### src/rtl/clock_mode_pkg.sv
// -----------------------------------------------------------------------------
// clock_mode_pkg
//   Definitions shared by the front-panel mode sequencer and the display mux.
//   - MODE_EDIT   : index of the edit (modify) mode.
//   - mode_state_e: the two states of the mode sequencer.
//   - mode_idx_t  : mode index at the default 4-bit panel width.
// -----------------------------------------------------------------------------
package clock_mode_pkg;

  localparam int MODE_EDIT = 0;

  typedef enum logic {
    ST_USER = 1'b0,
    ST_EDIT = 1'b1
  } mode_state_e;

  // Mode index as seen by the display mux (up to 16 modes).
  typedef logic [3:0] mode_idx_t;

endpackage : clock_mode_pkg

### src/rtl/btn_conditioner.sv
// -----------------------------------------------------------------------------
// btn_conditioner
//   Turns one raw, asynchronous push-button into clean one-cycle press pulses.
//   2-FF synchroniser -> debounce counter -> rising-edge pulse, plus optional
//   auto-repeat while the button stays held (HOLD_CYCLES = 0 disables it).
//   A button found held when reset releases is ignored until it has been seen
//   released once.
// Ports
//   clk        in  system clock
//   rst_n      in  asynchronous active-low reset
//   btn_raw_i  in  raw button level, asynchronous
//   press_o    out registered one-cycle press / repeat pulse
// -----------------------------------------------------------------------------
module btn_conditioner #(
  parameter int DEBOUNCE_CYCLES = 4,
  parameter int HOLD_CYCLES     = 0,
  parameter int REPEAT_CYCLES   = 8
) (
  input  logic clk,
  input  logic rst_n,
  input  logic btn_raw_i,
  output logic press_o
);

  localparam int DB_W = (DEBOUNCE_CYCLES < 2) ? 1 : $clog2(DEBOUNCE_CYCLES + 1);

  logic            sync1_q, sync2_q;
  logic [1:0]      valid_q;      // fills with ones once the synchroniser holds real samples
  logic            arm_q;        // set once the button has been seen released
  logic            db_q, db_d;
  logic [DB_W-1:0] db_cnt_q, db_cnt_d;
  logic            press_q;
  logic            rise;
  logic            rpt_fire;

  // Debounce: count cycles where the synchronised level disagrees with the
  // accepted level; flip the accepted level on the DEBOUNCE_CYCLES-th one.
  // NOTE: every signal written in always_comb gets a default first, so no
  // path leaves it unassigned and no latch is inferred.
  always_comb begin
    db_d     = db_q;
    db_cnt_d = '0;
    if (sync2_q != db_q) begin
      if (db_cnt_q == DB_W'(DEBOUNCE_CYCLES - 1)) begin
        db_d = ~db_q;
      end else begin
        db_cnt_d = db_cnt_q + DB_W'(1);
      end
    end
  end

  assign rise = db_d & ~db_q;

  // NOTE: sequential state uses non-blocking assignments so every flop samples
  // the pre-edge values regardless of statement order.
  always_ff @(posedge clk or negedge rst_n) begin
    if (!rst_n) begin
      sync1_q  <= 1'b0;
      sync2_q  <= 1'b0;
      valid_q  <= '0;
      arm_q    <= 1'b0;
      db_q     <= 1'b0;
      db_cnt_q <= '0;
      press_q  <= 1'b0;
    end else begin
      sync1_q  <= btn_raw_i;
      sync2_q  <= sync1_q;
      valid_q  <= {valid_q[0], 1'b1};
      arm_q    <= arm_q | (valid_q[1] & ~sync2_q);
      db_q     <= db_d;
      db_cnt_q <= db_cnt_d;
      press_q  <= arm_q & (rise | rpt_fire);
    end
  end

  generate
    if (HOLD_CYCLES > 0) begin : g_repeat
      localparam int RPT_MAX = (HOLD_CYCLES > REPEAT_CYCLES) ? HOLD_CYCLES : REPEAT_CYCLES;
      localparam int RPT_W   = $clog2(RPT_MAX + 1);

      logic [RPT_W-1:0] rpt_cnt_q;
      logic             rpt_on_q;   // hold delay elapsed, now repeating
      logic             held;

      // Held and not being released on this edge.
      assign held     = db_q & db_d;
      assign rpt_fire = held & (rpt_on_q ? (rpt_cnt_q == RPT_W'(REPEAT_CYCLES - 1))
                                         : (rpt_cnt_q == RPT_W'(HOLD_CYCLES - 1)));

      always_ff @(posedge clk or negedge rst_n) begin
        if (!rst_n) begin
          rpt_cnt_q <= '0;
          rpt_on_q  <= 1'b0;
        end else if (!held) begin
          rpt_cnt_q <= '0;
          rpt_on_q  <= 1'b0;
        end else if (rpt_fire) begin
          rpt_cnt_q <= '0;
          rpt_on_q  <= 1'b1;
        end else begin
          rpt_cnt_q <= rpt_cnt_q + RPT_W'(1);
        end
      end
    end else begin : g_no_repeat
      assign rpt_fire = 1'b0;
    end
  endgenerate

  assign press_o = press_q;

endmodule : btn_conditioner

### src/rtl/mode_sequencer.sv
// -----------------------------------------------------------------------------
// mode_sequencer
//   Display-mode selector for the clock front panel. Mode 0 is edit mode,
//   modes 1..NUM_MODES-1 are user modes. Up/down step (with wrap) through the
//   user modes, modify toggles into and out of edit mode (restoring the user
//   mode it left), load_en jumps straight to a legal user mode.
//   Priority within one cycle: modify > load_en > up/down; up+down cancel.
// Ports
//   clk           in   system clock
//   rst_n         in   asynchronous active-low reset
//   btn_up        in   raw up button, asynchronous
//   btn_down      in   raw down button, asynchronous
//   btn_modify    in   raw modify button, asynchronous
//   load_en       in   one-cycle strobe: load load_mode
//   load_mode     in   requested user mode (ignored if out of range)
//   mode          out  current mode index
//   edit_active   out  high while mode is the edit mode
//   mode_changed  out  one-cycle pulse in the cycle after mode changed value
// -----------------------------------------------------------------------------
module mode_sequencer
  import clock_mode_pkg::*;
#(
  parameter int NUM_MODES       = 8,
  parameter int MODE_W          = 4,
  parameter int INIT_MODE       = 1,
  parameter int DEBOUNCE_CYCLES = 4,
  parameter int HOLD_CYCLES     = 0,
  parameter int REPEAT_CYCLES   = 8
) (
  input  logic              clk,
  input  logic              rst_n,
  input  logic              btn_up,
  input  logic              btn_down,
  input  logic              btn_modify,
  input  logic              load_en,
  input  logic [MODE_W-1:0] load_mode,
  output logic [MODE_W-1:0] mode,
  output logic              edit_active,
  output logic              mode_changed
);

  localparam logic [MODE_W-1:0] MODE_ZERO  = MODE_W'(MODE_EDIT);
  localparam logic [MODE_W-1:0] MODE_FIRST = MODE_W'(1);
  localparam logic [MODE_W-1:0] MODE_LAST  = MODE_W'(NUM_MODES - 1);
  localparam logic [MODE_W-1:0] MODE_INIT  = MODE_W'(INIT_MODE);

  logic up_p, down_p, modify_p;

  mode_state_e       state_q, state_d;
  logic [MODE_W-1:0] mode_q, mode_d;
  logic [MODE_W-1:0] saved_q, saved_d;
  logic              edit_q;
  logic              changed_q;

  btn_conditioner #(
    .DEBOUNCE_CYCLES (DEBOUNCE_CYCLES),
    .HOLD_CYCLES     (HOLD_CYCLES),
    .REPEAT_CYCLES   (REPEAT_CYCLES)
  ) u_btn_up (
    .clk       (clk),
    .rst_n     (rst_n),
    .btn_raw_i (btn_up),
    .press_o   (up_p)
  );

  btn_conditioner #(
    .DEBOUNCE_CYCLES (DEBOUNCE_CYCLES),
    .HOLD_CYCLES     (HOLD_CYCLES),
    .REPEAT_CYCLES   (REPEAT_CYCLES)
  ) u_btn_down (
    .clk       (clk),
    .rst_n     (rst_n),
    .btn_raw_i (btn_down),
    .press_o   (down_p)
  );

  // Modify never auto-repeats: a held centre button must not toggle edit mode.
  btn_conditioner #(
    .DEBOUNCE_CYCLES (DEBOUNCE_CYCLES),
    .HOLD_CYCLES     (0),
    .REPEAT_CYCLES   (REPEAT_CYCLES)
  ) u_btn_modify (
    .clk       (clk),
    .rst_n     (rst_n),
    .btn_raw_i (btn_modify),
    .press_o   (modify_p)
  );

  always_comb begin
    state_d = state_q;
    mode_d  = mode_q;
    saved_d = saved_q;
    case (state_q)
      ST_USER: begin
        if (modify_p) begin
          saved_d = mode_q;
          mode_d  = MODE_ZERO;
          state_d = ST_EDIT;
        end else if (load_en) begin
          // An out-of-range load is dropped along with any same-cycle step.
          if ((load_mode >= MODE_FIRST) && (load_mode <= MODE_LAST)) begin
            mode_d = load_mode;
          end
        end else if (up_p && !down_p) begin
          mode_d = (mode_q == MODE_LAST) ? MODE_FIRST : mode_q + MODE_W'(1);
        end else if (down_p && !up_p) begin
          mode_d = (mode_q == MODE_FIRST) ? MODE_LAST : mode_q - MODE_W'(1);
        end
      end
      ST_EDIT: begin
        // Up/down/load belong to the edit-field datapath while editing.
        if (modify_p) begin
          mode_d  = saved_q;
          state_d = ST_USER;
        end
      end
    endcase
  end

  always_ff @(posedge clk or negedge rst_n) begin
    if (!rst_n) begin
      state_q   <= ST_USER;
      mode_q    <= MODE_INIT;
      saved_q   <= MODE_INIT;
      edit_q    <= 1'b0;
      changed_q <= 1'b0;
    end else begin
      state_q   <= state_d;
      mode_q    <= mode_d;
      saved_q   <= saved_d;
      edit_q    <= (mode_d == MODE_ZERO);
      changed_q <= (mode_d != mode_q);
    end
  end

  assign mode         = mode_q;
  assign edit_active  = edit_q;
  assign mode_changed = changed_q;

endmodule : mode_sequencer

### config.mk
export PLATFORM = sky130hd
export DESIGN_NAME = mode_sequencer
export DESIGN_NICKNAME = d
export VERILOG_FILES = /design/src/rtl/clock_mode_pkg.sv /design/src/rtl/btn_conditioner.sv /design/src/rtl/mode_sequencer.sv
export SDC_FILE = /design/constraint.sdc
export NUM_CORES = 1
export LEC_CHECK = 0
export CORE_UTILIZATION = 40
export CTS_CLUSTER_DIAMETER = 60
export DETAILED_ROUTE_END_ITERATION = 10
export PLACE_DENSITY = 0.66
export SETUP_SLACK_MARGIN = 0.15
export SLEW_MARGIN = 10
export SYNTH_ARGS = -nofsm -noshare
export SYNTH_HDL_FRONTEND = slang
export SYNTH_SLANG_ARGS = --single-unit
### constraint.sdc
create_clock -name clk -period 3.5 [get_ports clk]
set_clock_uncertainty 0.1 [all_clocks]
set_input_delay 1.05 -clock clk [delete_from_list [all_inputs] [get_ports clk]]
set_output_delay 1.05 -clock clk [all_outputs]
set_load 0.005 [all_outputs]
==> impl_metrics.env <==
export IMPL_routed_via_density=5.659
export IMPL_cts_htree_levels=2
export IMPL_grt_pass1_wl_microns=6182
export IMPL_min_path_cells=0
export IMPL_worstPathCellList="clkdlybuf4s50_1"
export IMPL_ys_types=51
export IMPL_syn_to_final_growth_pct=14.01
export IMPL_syn_nets=201
export IMPL_cts_buffers=5
export IMPL_drv_cap=0
export IMPL_worstPathArrival_ps=1550
export IMPL_synth_async_reset_ratio_pct=100.0
export IMPL_stdcell_count=252
export IMPL_clockBufferDepth=2
export IMPL_cp_depth=1
export IMPL_synth_edf_count=0
export IMPL_drive_above_1_share_pct=12.50
export IMPL_fin_ws_ps=804.5
export IMPL_die_w_microns=71.61
export IMPL_grt_overflow=0
export IMPL_ant_nets=0
export IMPL_grt_max_degree=38
export IMPL_ioPinCount=16
export IMPL_power_density_nw_per_um2=682.0
export IMPL_path_buf_inv=1
export IMPL_wl_per_cell_microns=14.93
export IMPL_rows=24
export IMPL_timing_slew_headroom_pct=62.70
export IMPL_initialDrtViolationCount=70
export IMPL_crit_fanout=15
export IMPL_die_h_microns=71.61
export IMPL_die_area_sq_um=5127
export IMPL_yosys_warnings=0
export IMPL_start_util_pct=43.03
export IMPL_antenna_found_initial=0
export IMPL_drc_errors=0
export IMPL_dp_cells=245
export IMPL_worst_slew_pin_slew_ps=559.5
export IMPL_clk_pin_slew_ps=60
export IMPL_cp_required_ps=2350
export IMPL_clockRootBuffer="clkbuf_8"
export IMPL_netlist_area_sq_um=1938
export IMPL_crit_family="flip-flops"
export IMPL_period_needed_ps=2695
export IMPL_setup_violations=0
export IMPL_place_ws_ps=590.5
export IMPL_path_class="reg -> out"
export IMPL_synth_seq_area_share_pct=47.90
export IMPL_max_freq_ghz=0.3710
export IMPL_setup_tns_ps=0
export IMPL_cts_setup_buffers=0
export IMPL_endpoint_kind="output pin"
export IMPL_status="finished clean"
export IMPL_ir_drop_mv=0.3701
export IMPL_min_path_type="reg -> reg"
export IMPL_cts_sinks=37
export IMPL_fill_cells=420
export IMPL_rsz0062_at_grt="false"
export IMPL_cts_hold_buf=0
export IMPL_core_area_sq_um=4504
export IMPL_clk_latency_ps=280
export IMPL_rr_worst_depth=7
export IMPL_synth_seq_cells=37
export IMPL_hold_violations=0
export IMPL_vias=1426
export IMPL_cts_resized=0
export IMPL_antennaDiodeCount=0
export IMPL_critical_path_max_stage_delay_ps=710
export IMPL_grt_pass1_vias=1377
export IMPL_slowest_stage="dfstp_2"
export IMPL_syn_instance_count=184
export IMPL_synth_flop_cell="dfrtp_1"
export IMPL_cellLeakagePower_nw=0.9346
export IMPL_cts_tree="yes"
export IMPL_io_buffers=15
export IMPL_final_net_count=217
export IMPL_report_final_slew_viol_count=0
export IMPL_startpoint_type="flop"
export IMPL_dr_pass1_iters=4
export IMPL_wirelength_microns=3763
export IMPL_globalRouteTotalUtil_pct=15.69
export IMPL_syn_area_per_cell_sq_um=10.53
export IMPL_hpwlAfterDp_microns=2740
export IMPL_post_route_period_util_pct=77.01
export IMPL_place_gp_congestion=0.8950
export IMPL_hold_ws_ps=251.8
==> state kept, by name, indices dropped and copies added (netlist names), 3 cells and up <==
| register | cells |
|---|---|
| saved_q | 4 |
| mode | 4 |
| u_btn_up.db_cnt_q | 3 |
| u_btn_modify.db_cnt_q | 3 |
| u_btn_down.db_cnt_q | 3 |
==> routing by layer <==
metal	global-route usage [%]	routed length, microns	vias to the layer above
li1	-	-	701
met1	18.97	1650	684
met2	27.78	1933	39
met3	2.532	165	2
met4	6.536	14	0
met5	0	0	-
==> cells in the mapped netlist (6+ instances only) <==
cell type | instances | area, sq um
dfrtp_1 | 35 | 875.8
nor2b_1 | 11 | 68.82
o21ai_0 | 10 | 50.05
mux2_2 | 9 | 101.4
nor2_1 | 9 | 33.78
inv_1 | 8 | 30.03
a21oi_1 | 7 | 35.03
ha_1 | 7 | 87.58
nand2_1 | 7 | 26.28
nand3_1 | 6 | 30.03
==> path summary, 6_finish.rpt <==
check	start	end	slack, ps
max in group asynchronous	rst_n	mode[0]	1880
setup reg to reg	mode[1]	mode_changed	980
hold / removal	u_btn_modify.sync1_q	u_btn_modify.sync2_q	250
hold reg to reg	u_btn_modify.sync1_q	u_btn_modify.sync2_q	250
min in group asynchronous	rst_n	u_btn_down.press_o	1080
setup / recovery	mode[0]	mode[0]	800
==> per-stage QoR <==
step           util (%)  power (mW)  cell area [sq um]
3_3_place_gp      47.14       1.214               2123
5_1_grt           49.06       1.617               2210
4_1_cts           49.06       1.525               2210
2_1_floorplan         -       1.045               1938
6_report          49.06       1.507               2210
3_5_place_dp      47.14       1.229               2123
==> worst reg2reg max path, cell delays in order (launching register included) <==
cell and delay [ps]:
dfrtp_1 560, inv_1 190, ha_1 200, or3b_1 400, a311o_1 410, and3_1 180
o21ai_1 200, nand4_1 140
==> logic make-up after synthesis <==
logic type / count (synthesis) / share of synthesized area [%]
adder cells (fa/ha/maj): 7 / 4.519
AO/OA/AOI/OAI: 42 / 15.11
buffers and inverters: 18 / 4.261
multiplexers: 10 / 5.746
other: 1 / 0.1935
XOR/XNOR: 4 / 1.808
flip-flops: 37 / 47.90
AND/OR/NAND/NOR: 65 / 20.47
==> power by group <==
| part | switching [mW] | internal, mW | leakage [nW] |
|---|---|---|---|
| Combinational | 0.243 | 0.277 | 0.439 |
| Sequential | 0.161 | 0.541 | 0.451 |
| Clock | 0.130 | 0.156 | 0.0443 |
==> layout make-up <==
| type | count | area, sq um | share of cell area, % |
|---|---|---|---|
| sequential | 37 | 928.4 | 42.02 |
| multi-input combinational | 129 | 927.1 | 41.96 |
| timing repair buffer | 17 | 165.2 | 7.474 |
| clock buffer | 7 | 86.33 | 3.907 |
| tap | 52 | 65.06 | 2.945 |
| inverter | 10 | 37.54 | 1.699 |
==> cell usage in the layout (no fill, tap or decap), types with 2 or more instances in the layout <==
cell             count
dfstp_2              2
a21o_1               3
nor4_1               2
o21ai_1              2
o31ai_1              4
nand3b_1             3
nand2b_1             4
inv_2                2
nor3_1               4
o21ai_0             10
nor3b_1              3
nor2b_1             11
a32o_1               2
nand4_1              3
mux2_2               9
and3_1               4
nor4b_1              2
ha_1                 7
o21a_1               2
clkdlybuf4s50_1     15
buf_4                2
dfrtp_1             35
a21oi_1              7
nand3_1              6
inv_1                8
nand2_1              7
xnor2_1              3
nor2_1               9
clkbuf_8             6
No activity file was read; power rests on OpenSTA's default activity.
